--- config.mk ---
export PLATFORM = sky130hd
export DESIGN_NAME = rr_row_packer
export DESIGN_NICKNAME = d
export VERILOG_FILES = /design/src/rtl/rr_row_packer.sv
export SDC_FILE = /design/constraint.sdc
export NUM_CORES = 2
export LEC_CHECK = 0
export CAP_MARGIN = 30
export CORE_MARGIN = 2
export CORE_UTILIZATION = 55
export DETAILED_ROUTE_END_ITERATION = 16
export GPL_ROUTABILITY_DRIVEN = 0
export GPL_TIMING_DRIVEN = 0
export PLACE_DENSITY_LB_ADDON = 0.15
export SLEW_MARGIN = 20
export SYNTH_ARGS = -nofsm -noshare
export SYNTH_HDL_FRONTEND = slang
export SYNTH_SLANG_ARGS = --single-unit
--- constraint.sdc ---
create_clock -name clk -period 3.1 [get_ports clk]
set_input_delay 0.31 -clock clk [delete_from_list [all_inputs] [get_ports clk]]
set_output_delay 0.31 -clock clk [all_outputs]
set_load 0.005 [all_outputs]
--- src/rtl/rr_row_packer.sv ---
// rr_row_packer: packs a scalar element stream into wide memory rows.
// Collects no_of_units elements of element_width bits per row (lane 0 in
// the LSBs) and issues one write per row on the RR memory write port.
// Ports:
//   clk, reset_n (async, active-low)
//   start, base_address             : begin a new vector at base_address
//   in_valid, in_data, in_last      : element stream; in_ready = accept
//   write_enable/address/data       : one-cycle row write strobe
//   rows_written                    : rows committed since start
//   finish                          : one-cycle pulse after the last row
//   overflow (RR_PACKER_BOUNDS_CHECK_EN only) : sticky out-of-range flag
// Config macro RR_PACKER_BOUNDS_CHECK_EN: suppress writes whose row address
// is beyond max_row_address and flag them on overflow.
module rr_row_packer #(
    parameter int element_width   = 64,
    parameter int no_of_units     = 8,
    parameter int address_width   = 20,
    parameter int max_row_address = 1000
) (
    input  logic                                 clk,
    input  logic                                 reset_n,
    input  logic                                 start,
    input  logic [address_width-1:0]             base_address,
    input  logic                                 in_valid,
    input  logic [element_width-1:0]             in_data,
    input  logic                                 in_last,
    output logic                                 in_ready,
    output logic                                 write_enable,
    output logic [address_width-1:0]             write_address,
    output logic [no_of_units*element_width-1:0] write_data,
    output logic [address_width-1:0]             rows_written,
    output logic                                 finish
`ifdef RR_PACKER_BOUNDS_CHECK_EN
    ,
    output logic                                 overflow
`endif
);

    localparam int row_width  = no_of_units * element_width;
    localparam int lane_width = (no_of_units > 1) ? $clog2(no_of_units) : 1;
    localparam logic [lane_width-1:0] last_lane =
        lane_width'(no_of_units - 1);
    localparam logic [address_width-1:0] max_addr =
        address_width'(max_row_address);

    typedef enum logic [1:0] {
        IDLE,
        FILL,
        WRITE,
        DONE
    } state_t;

    state_t                   state;
    logic [lane_width-1:0]    lane_idx;
    logic [address_width-1:0] row_ptr;
    logic [row_width-1:0]     row_buf;
    logic [row_width-1:0]     row_next;
    logic                     last_flag;
    logic                     handshake;
    logic                     row_full;
    logic                     in_range;

    assign handshake = in_valid & in_ready;
    assign row_full  = (lane_idx == last_lane) | in_last;

    // Row buffer with the element being accepted merged in, so the write
    // strobe can carry the complete row on the very next cycle.
    always_comb begin
        row_next = row_buf;
        row_next[int'(lane_idx) * element_width +: element_width] = in_data;
    end

`ifdef RR_PACKER_BOUNDS_CHECK_EN
    assign in_range = (row_ptr <= max_addr);
`else
    logic unused_bound;
    assign unused_bound = ^max_addr;
    assign in_range     = 1'b1;
`endif

    always_ff @(posedge clk or negedge reset_n) begin
        if (!reset_n) begin
            state         <= IDLE;
            in_ready      <= 1'b0;
            write_enable  <= 1'b0;
            write_address <= '0;
            write_data    <= '0;
            rows_written  <= '0;
            finish        <= 1'b0;
            lane_idx      <= '0;
            row_ptr       <= '0;
            row_buf       <= '0;
            last_flag     <= 1'b0;
`ifdef RR_PACKER_BOUNDS_CHECK_EN
            overflow      <= 1'b0;
`endif
        end else begin
            write_enable <= 1'b0;
            finish       <= 1'b0;

            unique case (state)
                IDLE: begin
                end
                FILL: begin
                    if (handshake) begin
                        lane_idx <= lane_idx + 1'b1;
                        row_buf  <= row_next;
                        if (row_full) begin
                            state         <= WRITE;
                            in_ready      <= 1'b0;
                            write_enable  <= in_range;
                            write_address <= row_ptr;
                            write_data    <= row_next;
                            last_flag     <= in_last;
`ifdef RR_PACKER_BOUNDS_CHECK_EN
                            if (!in_range) overflow <= 1'b1;
`endif
                        end
                    end
                end
                WRITE: begin
                    row_ptr      <= row_ptr + 1'b1;
                    rows_written <= rows_written + 1'b1;
                    lane_idx     <= '0;
                    row_buf      <= '0;
                    if (last_flag) begin
                        state  <= DONE;
                        finish <= 1'b1;
                    end else begin
                        state    <= FILL;
                        in_ready <= 1'b1;
                    end
                end
                DONE: begin
                    state <= IDLE;
                end
                default: begin
                    state <= IDLE;
                end
            endcase

            // start wins in every state: it aborts any partial row and any
            // pending finish. A write already on the port this cycle still
            // completes because the strobe was registered last cycle.
            if (start) begin
                state        <= FILL;
                in_ready     <= 1'b1;
                write_enable <= 1'b0;
                finish       <= 1'b0;
                row_ptr      <= base_address;
                rows_written <= '0;
                lane_idx     <= '0;
                row_buf      <= '0;
                last_flag    <= 1'b0;
`ifdef RR_PACKER_BOUNDS_CHECK_EN
                overflow     <= 1'b0;
`endif
            end
        end
    end

endmodule

==> reports/metrics.csv <==
stage,metric,value,unit
status,status,"complete, but fails checks",
status,violated checks,negative setup slack,
cts,clock transition at the registers of the reported paths,0.06,ns
global_route,total track usage,41.2,%
yosys,largest family of logic cells by synthesized area,compound AO/OA/AOI/OAI gates,
setup_path,CP cell instances,ha_1 -> ha_1 -> nor2_1 -> nor2_2 -> buf_8 -> clkbuf_4 -> buf_1 -> a31oi_1,
timing,max frequency,0.309,GHz
timing,Final Skew,0.0356,ns
finish,layout cell share with drive strength beyond 1,9.35,%
floorplan,row count,106,
cts,CTS tree,done,
setup_path,CP Capture Type,flip-flop,
timing,Tmin final,3.23,ns
yosys,Compound-Gate Fraction of Synth Area,18.7,%
setup_path,Crit path buffers/inverters,3,
yosys,Async SR Flop Fraction,100,%
global_route,global route overflow,0,
setup_path,WP data required,3.64,ns
cts,clk_lat worst skew,0.70,ns
yosys,Syn. warnings,0,
timing,final hold viol count,0,
floorplan,chip height,293,um
floorplan,Die X,293,um
finish,Layout Nets,5274,
setup_path,Worst R2R Path Depth,8,
yosys,post-synth net total,4489,
setup_path,worst r2r dst,write_data[386]$_DFFE_PN0N_,
finish,Layout area overhead,26.8,%
setup_path,CP startpoint,lane_idx[1]$_DFFE_PN0P_,
yosys,sequential-to-total area share from yosys stat,59.4,%
timing,RSZ-0062 raised after global routing,yes,
setup_path,cell family with most CP delay,buffers and inverters,
floorplan,I/O pins,644,
finish,"commonest non-fill, non-tap cells in the layout","1093 x dfrtp_1, 641 x clkdlybuf4s50_1, 602 x nand2_1, 405 x nor2_1, 392 x nand3_1",
detailed_routing,Post-Route WL,180000,um
pwr,Pleak,0.0246,uW
cts,H-tree levels,3,
place,I/O Buffers,642,
yosys,post-synth cell types,51,
setup_path,slowest CP cell,buf_1,
setup_path,CP Launch Type,flip-flop,
yosys,xor/xnor share of the synthesized area,0.457,%
timing,Slew Limit Fails,0,
cts,Sink Count,1093,
detailed_routing,TritonRoute pass-1 iters,6,
hold_path,Min-Delay Path Depth,3,
yosys,Synth Area in Adders,0.326,%
yosys,Syn Area/Cell,10.5,um^2
timing,final setup margin,-0.132,ns
yosys,cell count after synthesis,4388,
finish,finished layout cell area,58400,um^2
detailed_routing,DR vias,41602,
setup_path,Worst Setup EP,write_data[386]$_DFFE_PN0N_,
setup_path,Crit path arrival time,3.78,ns
timing,relative slew slack,28.1,%
yosys,mux contribution to synthesized area,2.90,%
finish,"leading cell type in the layout, fill and taps excluded",dfrtp_1,
detailed_routing,DR vias/cell,6.55,
setup_path,"setup slack, reg-to-reg",-0.13,ns
floorplan,core box area,83300,um^2
pwr,Pwr Density,854,nW/um^2
detailed_routing,drt drc,0,
place,HPWL Detailed,126000,um
yosys,Post-synth EDFFs,0,
finish,Util after Layout,70.1,%
global_route,largest net degree at the start of global routing,147,
timing,Slew @ Worst Pin,1.08,ns
cts,CTS root buffer,clkbuf_16,
floorplan,Initial Utilization,55.3,%
global_route,vias in the first global route,39739,
yosys,post-synthesis simple-gate area fraction,13.8,%
yosys,Mapped Area,46000,um^2
yosys,most common flop cell mapped by yosys,dfrtp_1,
global_route,initial antenna violation count,11,
flow_run,Max-cap violations,0,
finish,Filler cells,6319,
setup_path,crit path max fanout,10,
detailed_routing,DR WL/cell,28.3,um
setup_path,worst r2r src,lane_idx[1]$_DFFE_PN0P_,
timing,hold_ws,0.187,ns
global_route,global-route wire length before repair,261000,um
floorplan,die area,86000,um^2
setup_path,CP Depth,8,
cts,Max Root-Sink Buffers,3,
detailed_routing,DRT iter0 DRCs,5338,
pwr,Max IR drop VDD,0.580,mV
setup_path,crit-path most repeated cell,ha_1,
timing,# setup viols final,87,
yosys,Synth Register Bits,1093,
setup_path,max incr delay on CP,0.55,ns
setup_path,CP Class,flip-flop to flip-flop,
cts,CTS Buf Count,110,
timing,Tcrit/Tclk final,104,%
hold_path,min-delay worst type,primary input to flip-flop,
place,dpl cell area,54200,um^2
detailed_routing,Detail Route Antenna Nets,0,
## registers in the layout, indices dropped and copies added (netlist names)
register and flops:
write_address 20, state 2, row_ptr 20, lane_idx 3, rows_written 20, in_ready 1
last_flag 1, finish 1, row_buf 512, write_data 512, write_enable 1
## what timing repair did
item / 4_1_cts / 5_1_grt
pin swaps: 2 / 4
cloned: 0 / 0
setup buffers: 6 / 9
endpoints found under the hold margin: 96 / 0
endpoints found under the setup margin: 760 / 873
hold buffers: 1 / 0
resized for setup: 82 / 182
## metrics by stage
step                  TNS, ns  power (uW)  setup slack (ns)  std cells
global placement            -       35800            -47.54       6110
floorplan                   0       25700             0.721       4388
detailed placement    -162.90       36100            -0.894       6129
CTS                 -0.000152       49300         -0.000152       6333
global route            -6.45       51600           -0.0901       6347
finish                  -2.62       49900            -0.132       6351
## cells in the mapped netlist (all sizes together) (5+ instances only)
cell type | n | area [um^2]
and3 | 9 | 56.3
xor2 | 12 | 105
nand2 | 603 | 2260
a21oi | 77 | 385
buf | 181 | 895
a32o | 256 | 2560
nor2 | 413 | 1560
a31oi | 320 | 2000
clkbuf | 293 | 1100
ha | 12 | 150
nor4 | 7 | 50.1
nand4 | 14 | 87.6
o21ai | 228 | 1170
a22o | 128 | 1120
nand4b | 10 | 87.6
nand3 | 394 | 1970
mux2i | 132 | 1320
or3 | 13 | 81.3
nor2b | 5 | 31.3
dfrtp | 1093 | 27400
o2bb2ai | 128 | 1250
inv | 10 | 37.5
nor3 | 6 | 35.0
xnor2 | 12 | 105
## logic make-up (layout without fill, tap and decap cells)
group,after synthesis,after routing
and+or+nand+nor,1490,1490
AOI/OAI and AO/OA,1152,1152
DFF,1093,1093
buffers and inverters,484,1356
muxes,133,133
xor gates and xnor gates,24,24
adders and majority gates,12,12
other,0,11
## worst min-delay path: stages
cell and delay (ns):
clkdlybuf4s50_1 0.39, nand2_1 0.06, o21ai_0 0.07
## final cells by class
| class | instances | area (um^2) | share of cell area, % |
|---|---|---|---|
| Clock buffer | 177 | 3290 | 5.64 |
| Clock inverter | 22 | 225 | 0.386 |
| Inverter | 10 | 37.5 | 0.0643 |
| Sequential cell | 1093 | 27400 | 46.9 |
| Timing Repair Buffer | 677 | 7020 | 12.0 |
| Multi-Input combinational cell | 2811 | 16800 | 28.7 |
| Tap cell | 1080 | 1350 | 2.32 |
| Antenna cell | 11 | 27.5 | 0.0472 |
| Buffer | 470 | 2290 | 3.93 |
## report_power, final
group | switching (uW) | internal, uW | total, uW | leakage (uW)
combinational | 9030 | 7790 | 16800 | 0.00840
sequential | 2660 | 17200 | 19900 | 0.0145
clock | 5780 | 7410 | 13200 | 0.00173
## worst min path at each step
stage / startpoint / to / slack (ns)
after floorplan: reset_n / finish$_DFF_PN0_ / 0.01
after global placement: write_address[10]$_DFFE_PN0N_ / write_address[10]$_DFFE_PN0N_ / 0.46
after detailed placement: reset_n / write_data[10]$_DFFE_PN0N_ / 0.28
after CTS: start / in_ready$_DFFE_PN0P_ / 0.16
after global routing: base_address[5] / row_ptr[5]$_DFFE_PN0P_ / 0.21
final: base_address[5] / row_ptr[5]$_DFFE_PN0P_ / 0.19
## metal layers
metal / part of all wire, % / vias to the layer above / global-route usage (%)
met1: 37 / 20946 / 54.7
li1: - / 17485 / -
met4: 6.9 / 2 / 25.0
met2: 44 / 2661 / 60.6
met5: 0.0072 / - / 0
met3: 12 / 508 / 11.3
(Power assumes the default switching activity.)
